`src/rtl/snapjack_input_pkg.sv`:
```
// Shared definitions for the Snap Jack input conditioning stage: PS/2 scancodes,
// MiSTer joystick bit positions, key-latch indices and the coin pulser states.
package snapjack_input_pkg;

  typedef enum logic [1:0] {
    IDLE  = 2'd0,
    PULSE = 2'd1,
    GAP   = 2'd2
  } coin_state_t;

  // Joystick bit map, identical for both pads
  localparam int JOY_RIGHT = 0;
  localparam int JOY_LEFT  = 1;
  localparam int JOY_DOWN  = 2;
  localparam int JOY_UP    = 3;
  localparam int JOY_FIRE  = 4;
  localparam int JOY_BOMB  = 5;
  localparam int JOY_COIN  = 6;
  localparam int JOY_START = 7;

  // P1 cursor keys match with or without the extended prefix, so only the low byte is compared
  localparam logic [7:0] SC_P1_UP    = 8'h75;
  localparam logic [7:0] SC_P1_DOWN  = 8'h72;
  localparam logic [7:0] SC_P1_LEFT  = 8'h6B;
  localparam logic [7:0] SC_P1_RIGHT = 8'h74;

  // All remaining keys are full 9-bit codes (extended flag must be clear)
  localparam logic [8:0] SC_P1_FIRE    = 9'h014;
  localparam logic [8:0] SC_P1_BOMB    = 9'h029;
  localparam logic [8:0] SC_P1_START_A = 9'h005;
  localparam logic [8:0] SC_P1_START_B = 9'h016;
  localparam logic [8:0] SC_P2_UP      = 9'h02D;
  localparam logic [8:0] SC_P2_DOWN    = 9'h02B;
  localparam logic [8:0] SC_P2_LEFT    = 9'h023;
  localparam logic [8:0] SC_P2_RIGHT   = 9'h034;
  localparam logic [8:0] SC_P2_FIRE    = 9'h01C;
  localparam logic [8:0] SC_P2_BOMB    = 9'h01B;
  localparam logic [8:0] SC_P2_START_A = 9'h006;
  localparam logic [8:0] SC_P2_START_B = 9'h01E;
  localparam logic [8:0] SC_COIN0      = 9'h02E;
  localparam logic [8:0] SC_COIN1      = 9'h036;

  // Positions of each function in the key latch vector
  localparam int NUM_KEYS = 16;
  localparam logic [3:0] KEY_P1_UP    = 4'd0;
  localparam logic [3:0] KEY_P1_DOWN  = 4'd1;
  localparam logic [3:0] KEY_P1_LEFT  = 4'd2;
  localparam logic [3:0] KEY_P1_RIGHT = 4'd3;
  localparam logic [3:0] KEY_P1_FIRE  = 4'd4;
  localparam logic [3:0] KEY_P1_BOMB  = 4'd5;
  localparam logic [3:0] KEY_P1_START = 4'd6;
  localparam logic [3:0] KEY_P2_UP    = 4'd7;
  localparam logic [3:0] KEY_P2_DOWN  = 4'd8;
  localparam logic [3:0] KEY_P2_LEFT  = 4'd9;
  localparam logic [3:0] KEY_P2_RIGHT = 4'd10;
  localparam logic [3:0] KEY_P2_FIRE  = 4'd11;
  localparam logic [3:0] KEY_P2_BOMB  = 4'd12;
  localparam logic [3:0] KEY_P2_START = 4'd13;
  localparam logic [3:0] KEY_COIN0    = 4'd14;
  localparam logic [3:0] KEY_COIN1    = 4'd15;

endpackage

```
`src/rtl/snapjack_coin_pulser.sv`:
```
// One coin slot: turns rising edges of a request level into fixed-width, spaced
// active-low coin pulses, buffering up to three credits.
module snapjack_coin_pulser
  import snapjack_input_pkg::*;
#(
  parameter int COIN_PULSE_CYC = 400000,
  parameter int COIN_GAP_CYC   = 400000,
  parameter int CNT_W          = 20
) (
  input  logic clk_sys,
  input  logic RESET,
  input  logic req,
  output logic coin_n,
  output logic busy
);

  localparam logic [CNT_W-1:0] PULSE_LOAD = CNT_W'(COIN_PULSE_CYC - 1);
  localparam logic [CNT_W-1:0] GAP_LOAD   = CNT_W'(COIN_GAP_CYC - 1);
  localparam logic [CNT_W-1:0] CNT_ONE    = CNT_W'(1);

  coin_state_t      state_q, state_d;
  logic [CNT_W-1:0] cnt_q, cnt_d;
  logic [1:0]       credits_q, credits_d;
  logic             reqPrev_q;
  logic             coinN_q;
  logic             reqEdge;
  logic             takeCredit;

  // Next-state logic: pulse/gap timing plus credit bookkeeping (a simultaneous take and new edge cancel out)
  always_comb begin
    state_d    = state_q;
    cnt_d      = cnt_q;
    credits_d  = credits_q;
    takeCredit = 1'b0;
    reqEdge    = req & ~reqPrev_q;

    case (state_q)
      IDLE: begin
        if (credits_q != 2'd0) begin
          takeCredit = 1'b1;
          cnt_d      = PULSE_LOAD;
          state_d    = PULSE;
        end
      end
      PULSE: begin
        if (cnt_q == '0) begin
          cnt_d   = GAP_LOAD;
          state_d = GAP;
        end else begin
          cnt_d = cnt_q - CNT_ONE;
        end
      end
      GAP: begin
        if (cnt_q == '0) begin
          state_d = IDLE;
        end else begin
          cnt_d = cnt_q - CNT_ONE;
        end
      end
      default: state_d = IDLE;
    endcase

    if (takeCredit && !reqEdge) begin
      credits_d = credits_q - 2'd1;
    end else if (!takeCredit && reqEdge && credits_q != 2'd3) begin
      credits_d = credits_q + 2'd1;
    end
  end

  // State, counter, credits and the registered coin line; reset aborts any pulse at once
  always_ff @(posedge clk_sys or posedge RESET) begin
    if (RESET) begin
      state_q   <= IDLE;
      cnt_q     <= '0;
      credits_q <= 2'd0;
      reqPrev_q <= 1'b0;
      coinN_q   <= 1'b1;
    end else begin
      state_q   <= state_d;
      cnt_q     <= cnt_d;
      credits_q <= credits_d;
      reqPrev_q <= req;
      coinN_q   <= (state_q != PULSE);
    end
  end

  assign coin_n = coinN_q;
  assign busy   = (state_q != IDLE) || (credits_q != 2'd0);

endmodule

```
`src/rtl/snapjack_input_ctrl.sv`:
```
// Snap Jack input conditioning: PS/2 key latches merged with two MiSTer pads,
// opposing-direction masking, coin pulse generation and registered active-low buses.
module snapjack_input_ctrl
  import snapjack_input_pkg::*;
#(
  parameter int COIN_PULSE_CYC = 400000,
  parameter int COIN_GAP_CYC   = 400000,
  parameter int CNT_W          = 20
) (
  input  logic        clk_sys,
  input  logic        RESET,
  input  logic [10:0] ps2_key,
  input  logic [15:0] joystick_0,
  input  logic [15:0] joystick_1,
  output logic [1:0]  but_coin_s,
  output logic [1:0]  but_select_s,
  output logic [1:0]  but_fire_s,
  output logic [1:0]  but_bomb_s,
  output logic [1:0]  but_up_s,
  output logic [1:0]  but_down_s,
  output logic [1:0]  but_left_s,
  output logic [1:0]  but_right_s,
  output logic [1:0]  coin_busy
);

  logic                primed_q;
  logic                prevTog_q;
  logic [NUM_KEYS-1:0] keys_q, keys_d;
  logic [8:0]          code;
  logic                keyHit;
  logic [3:0]          keyIdx;
  logic [1:0]          up, down, left, right, fire, bomb, start;
  logic [1:0]          coinReq;
  logic [1:0]          butUp_q, butDown_q, butLeft_q, butRight_q;
  logic [1:0]          butFire_q, butBomb_q, butSelect_q;
  logic                unusedJoyBits;

  assign code          = ps2_key[8:0];
  assign unusedJoyBits = ^{joystick_0[15:8], joystick_1[15:8]};

  // Scancode lookup; cursor keys ignore the extended flag, everything else needs it clear
  always_comb begin
    keyHit = 1'b1;
    keyIdx = KEY_P1_UP;
    if (code[7:0] == SC_P1_UP) begin
      keyIdx = KEY_P1_UP;
    end else if (code[7:0] == SC_P1_DOWN) begin
      keyIdx = KEY_P1_DOWN;
    end else if (code[7:0] == SC_P1_LEFT) begin
      keyIdx = KEY_P1_LEFT;
    end else if (code[7:0] == SC_P1_RIGHT) begin
      keyIdx = KEY_P1_RIGHT;
    end else begin
      case (code)
        SC_P1_FIRE:                   keyIdx = KEY_P1_FIRE;
        SC_P1_BOMB:                   keyIdx = KEY_P1_BOMB;
        SC_P1_START_A, SC_P1_START_B: keyIdx = KEY_P1_START;
        SC_P2_UP:                     keyIdx = KEY_P2_UP;
        SC_P2_DOWN:                   keyIdx = KEY_P2_DOWN;
        SC_P2_LEFT:                   keyIdx = KEY_P2_LEFT;
        SC_P2_RIGHT:                  keyIdx = KEY_P2_RIGHT;
        SC_P2_FIRE:                   keyIdx = KEY_P2_FIRE;
        SC_P2_BOMB:                   keyIdx = KEY_P2_BOMB;
        SC_P2_START_A, SC_P2_START_B: keyIdx = KEY_P2_START;
        SC_COIN0:                     keyIdx = KEY_COIN0;
        SC_COIN1:                     keyIdx = KEY_COIN1;
        default:                      keyHit = 1'b0;
      endcase
    end
  end

  // A key event is a toggle change once primed; the matched latch follows the pressed bit
  always_comb begin
    keys_d = keys_q;
    if (primed_q && (ps2_key[10] != prevTog_q) && keyHit) begin
      keys_d[keyIdx] = ps2_key[9];
    end
  end

  // Toggle tracking; the first edge after reset only captures the toggle so a stale level never decodes
  always_ff @(posedge clk_sys or posedge RESET) begin
    if (RESET) begin
      primed_q  <= 1'b0;
      prevTog_q <= 1'b0;
      keys_q    <= '0;
    end else begin
      primed_q  <= 1'b1;
      prevTog_q <= ps2_key[10];
      keys_q    <= keys_d;
    end
  end

  // Merge keyboard latches with the pads; pad 1 bomb doubles as a 2P start for single-pad play
  always_comb begin
    up[0]    = keys_q[KEY_P1_UP]    | joystick_0[JOY_UP];
    down[0]  = keys_q[KEY_P1_DOWN]  | joystick_0[JOY_DOWN];
    left[0]  = keys_q[KEY_P1_LEFT]  | joystick_0[JOY_LEFT];
    right[0] = keys_q[KEY_P1_RIGHT] | joystick_0[JOY_RIGHT];
    fire[0]  = keys_q[KEY_P1_FIRE]  | joystick_0[JOY_FIRE];
    bomb[0]  = keys_q[KEY_P1_BOMB]  | joystick_0[JOY_BOMB];
    start[0] = keys_q[KEY_P1_START] | joystick_0[JOY_START];
    up[1]    = keys_q[KEY_P2_UP]    | joystick_1[JOY_UP];
    down[1]  = keys_q[KEY_P2_DOWN]  | joystick_1[JOY_DOWN];
    left[1]  = keys_q[KEY_P2_LEFT]  | joystick_1[JOY_LEFT];
    right[1] = keys_q[KEY_P2_RIGHT] | joystick_1[JOY_RIGHT];
    fire[1]  = keys_q[KEY_P2_FIRE]  | joystick_1[JOY_FIRE];
    bomb[1]  = keys_q[KEY_P2_BOMB]  | joystick_1[JOY_BOMB];
    start[1] = keys_q[KEY_P2_START] | joystick_1[JOY_START] | joystick_0[JOY_BOMB];
    coinReq[0] = keys_q[KEY_COIN0] | joystick_0[JOY_COIN] | start[0] | start[1];
    coinReq[1] = keys_q[KEY_COIN1] | joystick_1[JOY_COIN];
  end

  // Registered active-low buses; contradictory direction pairs cancel each other
  always_ff @(posedge clk_sys or posedge RESET) begin
    if (RESET) begin
      butUp_q     <= 2'b11;
      butDown_q   <= 2'b11;
      butLeft_q   <= 2'b11;
      butRight_q  <= 2'b11;
      butFire_q   <= 2'b11;
      butBomb_q   <= 2'b11;
      butSelect_q <= 2'b11;
    end else begin
      butUp_q     <= ~(up & ~down);
      butDown_q   <= ~(down & ~up);
      butLeft_q   <= ~(left & ~right);
      butRight_q  <= ~(right & ~left);
      butFire_q   <= ~fire;
      butBomb_q   <= ~bomb;
      butSelect_q <= ~start;
    end
  end

  snapjack_coin_pulser #(
    .COIN_PULSE_CYC(COIN_PULSE_CYC),
    .COIN_GAP_CYC  (COIN_GAP_CYC),
    .CNT_W         (CNT_W)
  ) u_coin0 (
    .clk_sys(clk_sys),
    .RESET  (RESET),
    .req    (coinReq[0]),
    .coin_n (but_coin_s[0]),
    .busy   (coin_busy[0])
  );

  snapjack_coin_pulser #(
    .COIN_PULSE_CYC(COIN_PULSE_CYC),
    .COIN_GAP_CYC  (COIN_GAP_CYC),
    .CNT_W         (CNT_W)
  ) u_coin1 (
    .clk_sys(clk_sys),
    .RESET  (RESET),
    .req    (coinReq[1]),
    .coin_n (but_coin_s[1]),
    .busy   (coin_busy[1])
  );

  assign but_up_s     = butUp_q;
  assign but_down_s   = butDown_q;
  assign but_left_s   = butLeft_q;
  assign but_right_s  = butRight_q;
  assign but_fire_s   = butFire_q;
  assign but_bomb_s   = butBomb_q;
  assign but_select_s = butSelect_q;

endmodule

```
`config.mk`:
```
export PLATFORM = sky130hd
export DESIGN_NAME = snapjack_input_ctrl
export DESIGN_NICKNAME = d
export VERILOG_FILES = /design/src/rtl/snapjack_input_pkg.sv /design/src/rtl/snapjack_coin_pulser.sv /design/src/rtl/snapjack_input_ctrl.sv
export SDC_FILE = /design/constraint.sdc
export NUM_CORES = 1
export LEC_CHECK = 0
export BUFFER_PORTS_ARGS = -buffer_cell sky130_fd_sc_hd__buf_2
export CAP_MARGIN = 20
export CORE_MARGIN = 4
export CORE_UTILIZATION = 58
export DETAILED_ROUTE_END_ITERATION = 10
export HOLD_SLACK_MARGIN = 0.02
export PLACE_DENSITY = 0.78
export SYNTH_ARGS = -nofsm -noshare
export SYNTH_HDL_FRONTEND = slang
export SYNTH_SLANG_ARGS = --single-unit
export TNS_END_PERCENT = 30
```
`constraint.sdc`:
```
create_clock -name clk_sys -period 3.2 [get_ports clk_sys]
set_input_delay 0.32 -clock clk_sys [delete_from_list [all_inputs] [get_ports clk_sys]]
set_output_delay 0.32 -clock clk_sys [all_outputs]
set_load 0.01 [all_outputs]
```
==> metrics, run 1 <==
status finished, final reports clean; CORE AREA 7770 um2; startpoint types register; Setup WS pre-CTS 0.548 ns; measured slew at the worst slew-check pin 0.875 ns; post-CTS sizing 0; global-route wire length before repair 16400 um; Reg area 2120 um2; FILL cells 633; FF+latch count, synth 84; total CTS buffers 9; total gr overflow 0; GPL Wtd Cong 0.889; Top delay family on crit path simple AND/OR/NAND/NOR gates; Buffers on Ports 46; Post-DRT Antenna Nets 0; Syn. warnings 0; cts hold-fix bufs 0; setup ws final 0.501 ns; Die Wd 97.5 um; gate count after technology mapping 487; routed wire length 9550 um; Layout Nets 588; Final Cycle Share 84.3%; worst skew pair latency 0.36 ns; Final Critical Period 2.70 ns; headroom to the max-slew limit 41.6%; Distinct cells, synth 66; ANT cells 0; fmax 371 MHz; Post-synth ARST share 100%; Clock transition at path regs 0.09 ns; Setup CP Type register to register; number of vias per cell 5.87; share of cells above drive strength 1 21.4%; area of the multi-input gates 2350 um2; Worst EP required 3.44 ns; sequential share of the synthesized area 45.7%; VDD IR max 0.409 mV; Die H 97.5 um; largest net degree at the start of global routing 37; Rows 32; Slew Limit Fails 0; number of buffers on the longest clock path 2; ys flop type dfrtp_1; setup violators final 0; Hold Path Class primary input to async pin; max incr delay on CP 0.58 ns; RSZ-0062 raised after global routing no; Sink Count 84; leakage power 2.18 nW; 1st-iter DRT viols 209; Initial Util 59.8%; Final Skew 0.00930 ns; total chip power 3.72 mW; Final Hold Fails 0; number of global-route vias before repair 3563; DRT Pass-1 Iters 4; PD cells 719 nW/um2; CP max FO 13; post-CTS setup repair buffer count 0; Root Driver clkbuf_8; CTS tree built; Layout area overhead 11.4%; H-tree levels 3; mapped cell area 4650 um2; DP Wirelength 6750 um; Worst Path Buf+Inv 0; Ports 63; reg2reg setup slack 0.50 ns; die area 9510 um2; GRT Overall Usage 20.7%; synthesized area per cell 9.54 um2; EDFF count, synth 0; setup tns final 0 ns; Residual DRC 0; Worst EP arrival 2.94 ns; CP max-delay cell or4_4; Finished Core Util 66.7%; wire per inst 14.9 um; Post-Syn Nets 542; nature of the critical path endpoint register; initial antenna violation count 0; max_cap viols 0; Cell Chain, Critical Path or4_4 > or4_1 > o41a_1 > nand4_1 > xor2_1 > nor2_1; DR vias 3755
[routing by layer]
metal / track usage (%) / share of wire (%) / up-vias
met3: 4.38 / 4.5 / 6
met2: 32.0 / 47 / 80
met1: 29.6 / 48 / 1794
li1: - / - / 1875
met4: 5.54 / 0.80 / 0
met5: 0 / 0 / -
[cell families (layout without fill, tap and decap cells)]
kind of cell / count (synthesis) / in the layout / synth area share (%)
buffers and inverters: 38 / 89 / 3.80
XOR/XNOR: 14 / 14 / 2.96
AND/OR/NAND/NOR: 183 / 183 / 20.8
flip-flops: 84 / 84 / 45.7
other: 1 / 1 / 0.0807
adder cells (fa/ha/maj): 10 / 10 / 2.69
AO/OA/AOI/OAI: 144 / 144 / 20.9
multiplexers: 13 / 13 / 3.12
[metrics by stage]
| stage | area [um2] | instances | hold slack [ns] |
|---|---|---|---|
| 2_1_floorplan | 4650 | 487 | 0.347 |
| 3_3_place_gp | 4970 | 624 | 0.367 |
| 3_5_place_dp | 4970 | 624 | 0.375 |
| 4_1_cts | 5180 | 640 | 0.0304 |
| 5_1_grt | 5180 | 640 | 0.0447 |
| 6_report | 5180 | 640 | 0.0221 |
[path summary, 6_finish.rpt]
check                           cells after the start                           from                            end
worst min-delay path                                2                          RESET   u_coin1.cnt_q[1]$_DFFE_PP0P_
worst min register to register                      1          keys_q[5]$_DFFE_PP0P_        but_bomb_s[0]$_DFF_PP1_
max in group asynchronous                           3                          RESET          but_up_s[1]$_DFF_PP1_
worst max-delay path                                6  u_coin0.cnt_q[12]$_DFFE_PP0P_  u_coin0.cnt_q[10]$_DFFE_PP0P_
worst max register to register                      6  u_coin0.cnt_q[12]$_DFFE_PP0P_  u_coin0.cnt_q[10]$_DFFE_PP0P_
min in group clk_sys                                2                  joystick_1[5]        but_bomb_s[1]$_DFF_PP1_
[registers in the layout (all words and copies together), names as in the netlist]
name,count
u_coin0.state_q,2
but_left_s,2
u_coin1.reqPrev_q,1
but_right_s,2
keys_q,16
but_fire_s,2
u_coin1.state_q,2
but_up_s,2
prevTog_q,1
but_select_s,2
u_coin1.cnt_q,20
but_down_s,2
u_coin0.cnt_q,20
u_coin1.credits_q,2
u_coin0.reqPrev_q,1
primed_q,1
u_coin0.coin_n,1
u_coin0.credits_q,2
but_bomb_s,2
u_coin1.coin_n,1
[cells in the mapped netlist, drive strengths merged, types with 10 or more instances]
library cell,number,share of area [%]
a21oi,26,2.9
mux2,12,2.9
dfstp,16,9.0
buf,12,1.7
nor3,22,2.5
or3,12,1.6
nand2,18,1.5
nand2b,10,1.3
dfrtp,68,37
inv,17,1.4
o21ai,49,5.3
ha,10,2.7
xnor2,11,2.1
nor2,59,4.8
o31ai,11,1.8
[final cells by class]
class,count,share of cell area [%]
Sequential cell,84,41.0
Clock buffer,9,2.39
Clock inverter,7,1.62
Tap cell,102,2.46
Timing Repair Buffer,56,5.90
Inverter,17,1.26
Multi-Input combinational cell,365,45.4
[power by group]
part           switching [mW]  leakage [nW]  total (mW)  internal [mW]
Clock                   0.408         0.102       0.781          0.373
Sequential              0.187          1.03        1.48           1.29
Combinational           0.878          1.05        1.47          0.588
[cell usage in the layout, fill, tap and decap left out, types with 3 or more instances in the layout]
cell / netlist / routed
or2_2: 5 / 5
nand3b_1: 8 / 8
or3_1: 12 / 12
xnor2_1: 11 / 11
nor3_1: 21 / 21
or4_1: 4 / 4
nand4b_1: 3 / 3
a21oi_1: 25 / 25
and2_1: 3 / 3
nand3_1: 9 / 9
o211ai_1: 6 / 6
dfstp_2: 16 / 16
o22a_1: 4 / 4
clkinv_4: 0 / 3
nand2_1: 18 / 18
nor2b_1: 8 / 8
buf_4: 5 / 10
a22o_1: 9 / 9
inv_1: 17 / 16
mux2_2: 12 / 12
a211oi_1: 5 / 5
clkbuf_8: 0 / 9
ha_1: 10 / 10
o41ai_1: 7 / 7
nor3b_1: 8 / 8
nand2b_1: 10 / 10
o21ai_0: 48 / 48
a31oi_1: 4 / 4
dfrtp_1: 68 / 68
nor2_1: 59 / 59
o31ai_1: 11 / 11
nor4_1: 6 / 6
buf_2: 6 / 46
No activity file was read; power rests on OpenSTA's default activity.
==> inputs of run 2 (changes only) <==
--- a/config.mk
+++ b/config.mk
@@ -8,10 +8,10 @@
 export BUFFER_PORTS_ARGS = -buffer_cell sky130_fd_sc_hd__buf_2
 export CAP_MARGIN = 20
 export CORE_MARGIN = 4
-export CORE_UTILIZATION = 58
+export CORE_UTILIZATION = 52
 export DETAILED_ROUTE_END_ITERATION = 10
 export HOLD_SLACK_MARGIN = 0.02
-export PLACE_DENSITY = 0.78
+export PLACE_DENSITY = 0.74
 export SYNTH_ARGS = -nofsm -noshare
 export SYNTH_HDL_FRONTEND = slang
 export SYNTH_SLANG_ARGS = --single-unit
==> constraint.sdc (replaced) <==
create_clock -name clk_sys -period 2.3 [get_ports clk_sys]
set_input_delay 0.23 -clock clk_sys [delete_from_list [all_inputs] [get_ports clk_sys]]
set_output_delay 0.23 -clock clk_sys [all_outputs]
set_load 0.01 [all_outputs]
==> metrics, run 2 (synthesized netlist as in run 1, its figures left out) <==
routed wire length 10500 um (+9.5%); Reg2Reg Launch Point u_coin0.cnt_q[12]$_DFFE_PP0P_; worst r2r path cells 5 (-1); largest net degree at the start of global routing 50 (+35%); Final Critical Period 2.32 ns (-0.383 ns); Final Hold Fails 0 (unchanged); CP max FO 7 (-6); DR vias 4013 (+6.9%); Root Driver clkbuf_8; nature of the critical path endpoint register; failing checks negative setup slack; CTS tree built; leading cell types in the layout, fill and taps excluded dfrtp_1 (68), nor2_1 (58), buf_4 (51); number of buffers on the longest clock path 2 (unchanged); largest registers u_coin0.cnt_q x20, u_coin1.cnt_q x20, keys_q x16; Hold Path Class primary input to register; initial antenna violation count 0 (unchanged); setup ws final -0.0161 ns (-0.517 ns); reg2reg setup slack -0.02 ns (-0.52 ns); Residual DRC 0 (unchanged); max_cap viols 0 (unchanged); Critical Path End u_coin0.cnt_q[4]$_DFFE_PP0P_; H-tree levels 3 (unchanged); PD cells 978 nW/um2 (+36%); Ports 63 (unchanged); Final Skew 0.0121 ns (+0.00282 ns); 1st-iter DRT viols 191 (-8.6%); Crit Reg-Reg Endpoint u_coin0.cnt_q[4]$_DFFE_PP0P_; VDD IR max 0.536 mV (+31%); setup violators final 5 (+5); DRT Pass-1 Iters 4 (unchanged); Clock transition at path regs 0.10 ns (about the same); GPL Wtd Cong 0.853 (-4.1%); die area 10500 um2 (+11%); Final Cycle Share 101% (+16 points); worst skew pair latency 0.36 ns (about the same); global-route wire length before repair 18000 um (+9.7%); number of global-route vias before repair 3847 (+8.0%); headroom to the max-slew limit 62.7% (+21 points); ANT cells 0 (unchanged); number of vias per cell 5.74 (-2.1%); status complete, but fails checks; DP Wirelength 7670 um (+14%); share of cells above drive strength 1 27.9% (+6.5 points); wire per inst 14.9 um (+0.24%); CORE AREA 8720 um2 (+12%); Die H 103 um (+5.2%); GRT Overall Usage 21.4% (+0.69 points); fmax 432 MHz (+17%); Buffers on Ports 46 (unchanged); Worst EP required 2.55 ns (-0.89 ns); Worst EP arrival 2.57 ns (-0.37 ns); FILL cells 693 (+9.5%); Sink Count 84 (unchanged); leakage power 2.43 nW (+12%); total gr overflow 0 (unchanged); Rows 34 (+6.3%); Setup WS pre-CTS -0.132 ns (-0.681 ns); Layout Nets 641 (+9.0%); total CTS buffers 9 (unchanged); Layout area overhead 21.8%; Die Wd 103 um (+5.2%); startpoint types register; RSZ-0062 raised after global routing yes; setup tns final -0.0557 ns (-0.0557 ns); Slew Limit Fails 0 (unchanged); most common cell after layout, fill and taps aside dfrtp_1; measured slew at the worst slew-check pin 0.558 ns (-0.317 ns); Setup CP Type register to register; Initial Util 53.3% (-6.5 points); Post-DRT Antenna Nets 0 (unchanged); CP Launch Point u_coin0.cnt_q[12]$_DFFE_PP0P_
-- run 2: area by class of cell --
class	instances	area, um2	share of cell area (%)
Clock buffer	10	138	2.43
Clock inverter	6	72.6	1.28
Inverter	17	67.6	1.19
Multi-Input combinational cell	365	2380	42.1
Sequential cell	84	2120	37.5
Tap cell	108	135	2.39
Timing Repair Buffer	109	746	13.2
-- run 2: worst min-delay path by stage --
| stage | start | endpoint | slack [ns] | depth (start not counted) |
|---|---|---|---|---|
| 4_1_cts | joystick_1[3] | but_up_s[1]$_DFF_PP1_ | 0.03 | 2 |
| 3_3_place_gp | RESET | u_coin0.credits_q[0]$_DFFE_PP0P_ | 0.26 | 2 |
| 3_5_place_dp | RESET | u_coin0.credits_q[1]$_DFFE_PP0P_ | 0.26 | 2 |
| 2_1_floorplan | joystick_1[5] | but_bomb_s[1]$_DFF_PP1_ | 0.26 | 1 |
| 5_1_grt | joystick_1[3] | but_up_s[1]$_DFF_PP1_ | 0.03 | 2 |
| 6_report | joystick_1[3] | but_up_s[1]$_DFF_PP1_ | 0.04 | 2 |
-- run 2: worst max-delay path: stages, from the launching register on --
cell and delay (ns):
dfrtp_1 0.39, or4_4 0.54, or4_4 0.47, o41a_1 0.44
buf_6 0.18, a22o_1 0.20
-- run 2: per-stage QoR --
stage	instance area [um2]	cells	power [mW]	utilization [%]	hold WS (ns)
after CTS	5630	696	5.52	64.5	0.0259
after floorplan	4650	487	3.65	-	0.257
after global routing	5660	699	5.98	64.9	0.0310
final	5660	699	5.54	64.9	0.0407
after global placement	5300	671	4.25	60.8	0.257
after detailed placement	5300	671	4.37	60.8	0.263
-- run 2: routing by layer --
metal  up-vias  GRT usage [%]  routed length, um
met2        83           35.1               5100
met5         -              0                  0
met1      1934           28.7               4730
met3        16           4.67                427
li1       1980              -                  -
met4         0           6.05                184
-- run 2: repair_timing --
action | in CTS | in global routing
gates resized for setup | 6 | 5
setup buffers | 1 | 2
hold endpoints to repair | 18 | 1
hold buffers | 8 | 1
setup endpoints to repair | 19 | 20
pin swaps | 2 | 2
-- run 2: where the power goes --
part | internal, mW | total (mW) | switching, mW | leakage (nW)
registers | 1.79 | 2.04 | 0.244 | 1.03
logic | 1.08 | 2.39 | 1.31 | 1.31
clock network | 0.541 | 1.11 | 0.569 | 0.0966
total | 3.42 | 5.54 | 2.12 | 2.43
==> inputs of run 3 (changes only) <==
--- a/config.mk
+++ b/config.mk
@@ -11,7 +11,7 @@
 export CORE_UTILIZATION = 52
 export DETAILED_ROUTE_END_ITERATION = 10
 export HOLD_SLACK_MARGIN = 0.02
-export PLACE_DENSITY = 0.74
+export PLACE_DENSITY = 0.77
 export SYNTH_ARGS = -nofsm -noshare
 export SYNTH_HDL_FRONTEND = slang
 export SYNTH_SLANG_ARGS = --single-unit
==> metrics, run 3 (synthesized netlist as in run 1, its figures left out) <==
status complete, but fails checks; failing checks negative setup slack; leading cell types in the layout, fill and taps excluded dfrtp_1 (68), nor2_1 (58), buf_4 (48); Final Cycle Share 101% (+0.80 points); headroom to the max-slew limit 56.5% (-6.3 points); most common cell after layout, fill and taps aside dfrtp_1; total chip power 5.50 mW (-0.61%); Post-DRT Antenna Nets 0 (unchanged); fmax 428 MHz (-0.79%); Die H 103 um (unchanged); ANT cells 0 (unchanged); CTS tree built; DP Wirelength 7750 um (+1.1%); Clock transition at path regs 0.08 ns (-0.02 ns); number of buffers on the longest clock path 2 (unchanged); H-tree levels 3 (unchanged); Worst EP arrival 2.56 ns (about the same); Ports 63 (unchanged); Slew Limit Fails 0 (unchanged); number of vias per cell 5.85 (+1.9%); worst skew pair latency 0.35 ns (about the same); leakage power 2.42 nW (-0.27%); PD cells 979 nW/um2 (about the same); final instance area 5620 um2 (-0.71%); Worst Path Buf+Inv 2 (+1); Rows 34 (unchanged); initial antenna violation count 0 (unchanged); 1st-iter DRT viols 219 (+15%); global-route wire length before repair 18400 um (+2.3%); Sink Count 84 (unchanged); total CTS buffers 9 (unchanged); measured slew at the worst slew-check pin 0.652 ns (+0.0937 ns); routed wire length 10600 um (+1.6%); die area 10500 um2 (unchanged); CP max FO 14 (+7); setup violators final 12 (+7); Layout area overhead 21.0%; Final Skew 0.0140 ns (+0.00190 ns); share of cells above drive strength 1 27.8% (-0.15 points); wire per inst 15.3 um (+2.2%); CP max-delay cell or4_4; VDD IR max 0.643 mV (+20%); max incr delay on CP 0.54 ns (about the same); RSZ-0062 raised after global routing yes; Top delay family on crit path simple AND/OR/NAND/NOR gates; Residual DRC 0 (unchanged); Worst EP required 2.53 ns (-0.02 ns); number of global-route vias before repair 4017 (+4.4%); DR vias 4064 (+1.3%); setup tns final -0.172 ns (-0.116 ns); DRT Pass-1 Iters 4 (unchanged); Final Hold Fails 0 (unchanged); setup ws final -0.0344 ns (-0.0183 ns); area of placed instances 5300 um2 (about the same); Layout Nets 637 (-0.62%); Buffers on Ports 46 (unchanged); GRT Overall Usage 21.9% (+0.54 points); FILL cells 706 (+1.9%); Hold Path Class primary input to register; Cell Chain, Critical Path or4_4 > or4_4 > buf_6 > o41ai_4 > buf_12 > nor3_1 > xnor2_1 > nor2_1; Finished Core Util 64.5% (-0.46 points); CORE AREA 8720 um2 (unchanged); CP most frequent cell or4_4; total gr overflow 0 (unchanged); max_cap viols 0 (unchanged); Initial Util 53.3% (unchanged); largest net degree at the start of global routing 37 (-26%); Die Wd 103 um (unchanged); Fin Hold WS 0.0489 ns (+0.00821 ns); Root Driver clkbuf_8; Setup CP Type register to register; nature of the critical path endpoint register; largest registers u_coin0.cnt_q x20, u_coin1.cnt_q x20, keys_q x16; GPL Wtd Cong 0.847 (-0.65%); Final Critical Period 2.33 ns (+0.0183 ns); startpoint types register
==> run 3: cell count changes in the layout (fill, tap and decap cells not counted), moves of 2 or more <==
cell,change
buf_4,-3
clkinv_2,+3
clkinvlp_4,-3
inv_6,+3
dlygate4sd3_1,-2
nor3_1,-2
nor3_2,+2
==> run 3: repair_timing <==
item                                   in CTS  in global routing
hold buffers                                7                  0
pin swaps                                   3                  0
setup buffers                               1                  2
endpoints found under the hold margin      30                  0
setup endpoints to repair                  18                 23
gates resized for setup                     6                  4
==> run 3: routing by layer <==
layer  routed length, um  vias to the layer above  part of all wire (%)  global-route usage, %
li1                    -                     1970                     -                      -
met2                5340                      109                    50                   37.0
met4                 182                        0                   1.7                   7.57
met1                4680                     1969                    44                   28.3
met3                 408                       16                   3.8                   4.13
met5                   0                        -                     0                      0
==> run 3: where the power goes <==
part	internal, mW	leakage [nW]	switching, mW
Sequential	1.80	1.03	0.262
Combinational	1.08	1.29	1.32
Clock	0.508	0.104	0.536
Total	3.39	2.42	2.12
==> run 3: layout make-up <==
| type | count | area [um2] | area share (%) |
|---|---|---|---|
| clock buffers | 9 | 124 | 2.20 |
| flip-flops and latches | 84 | 2120 | 37.7 |
| multi-input cells | 365 | 2380 | 42.3 |
| clock inverters | 7 | 71.3 | 1.27 |
| well taps | 108 | 135 | 2.40 |
| inverters | 17 | 67.6 | 1.20 |
| repair buffers | 105 | 723 | 12.9 |
==> run 3: final timing paths <==
path,start,end,slack (ns),depth (start not counted)
min in group asynchronous,RESET,u_coin0.cnt_q[3]$_DFFE_PP0P_,0.52,3
min reg2reg,keys_q[4]$_DFFE_PP0P_,but_fire_s[0]$_DFF_PP1_,0.39,1
max reg2reg,u_coin0.cnt_q[12]$_DFFE_PP0P_,u_coin0.cnt_q[13]$_DFFE_PP0P_,-0.03,8
max in group asynchronous,RESET,but_up_s[1]$_DFF_PP1_,1.04,4
max,u_coin0.cnt_q[12]$_DFFE_PP0P_,u_coin0.cnt_q[13]$_DFFE_PP0P_,-0.03,8
min,joystick_1[3],but_up_s[1]$_DFF_PP1_,0.05,2
==> run 3: through the flow <==
step	std cells	setup slack [ns]
after CTS	693	-0.0560
after global placement	669	-0.0518
after global routing	695	-0.175
final	695	-0.0344
after floorplan	487	-0.104
after detailed placement	669	-0.117
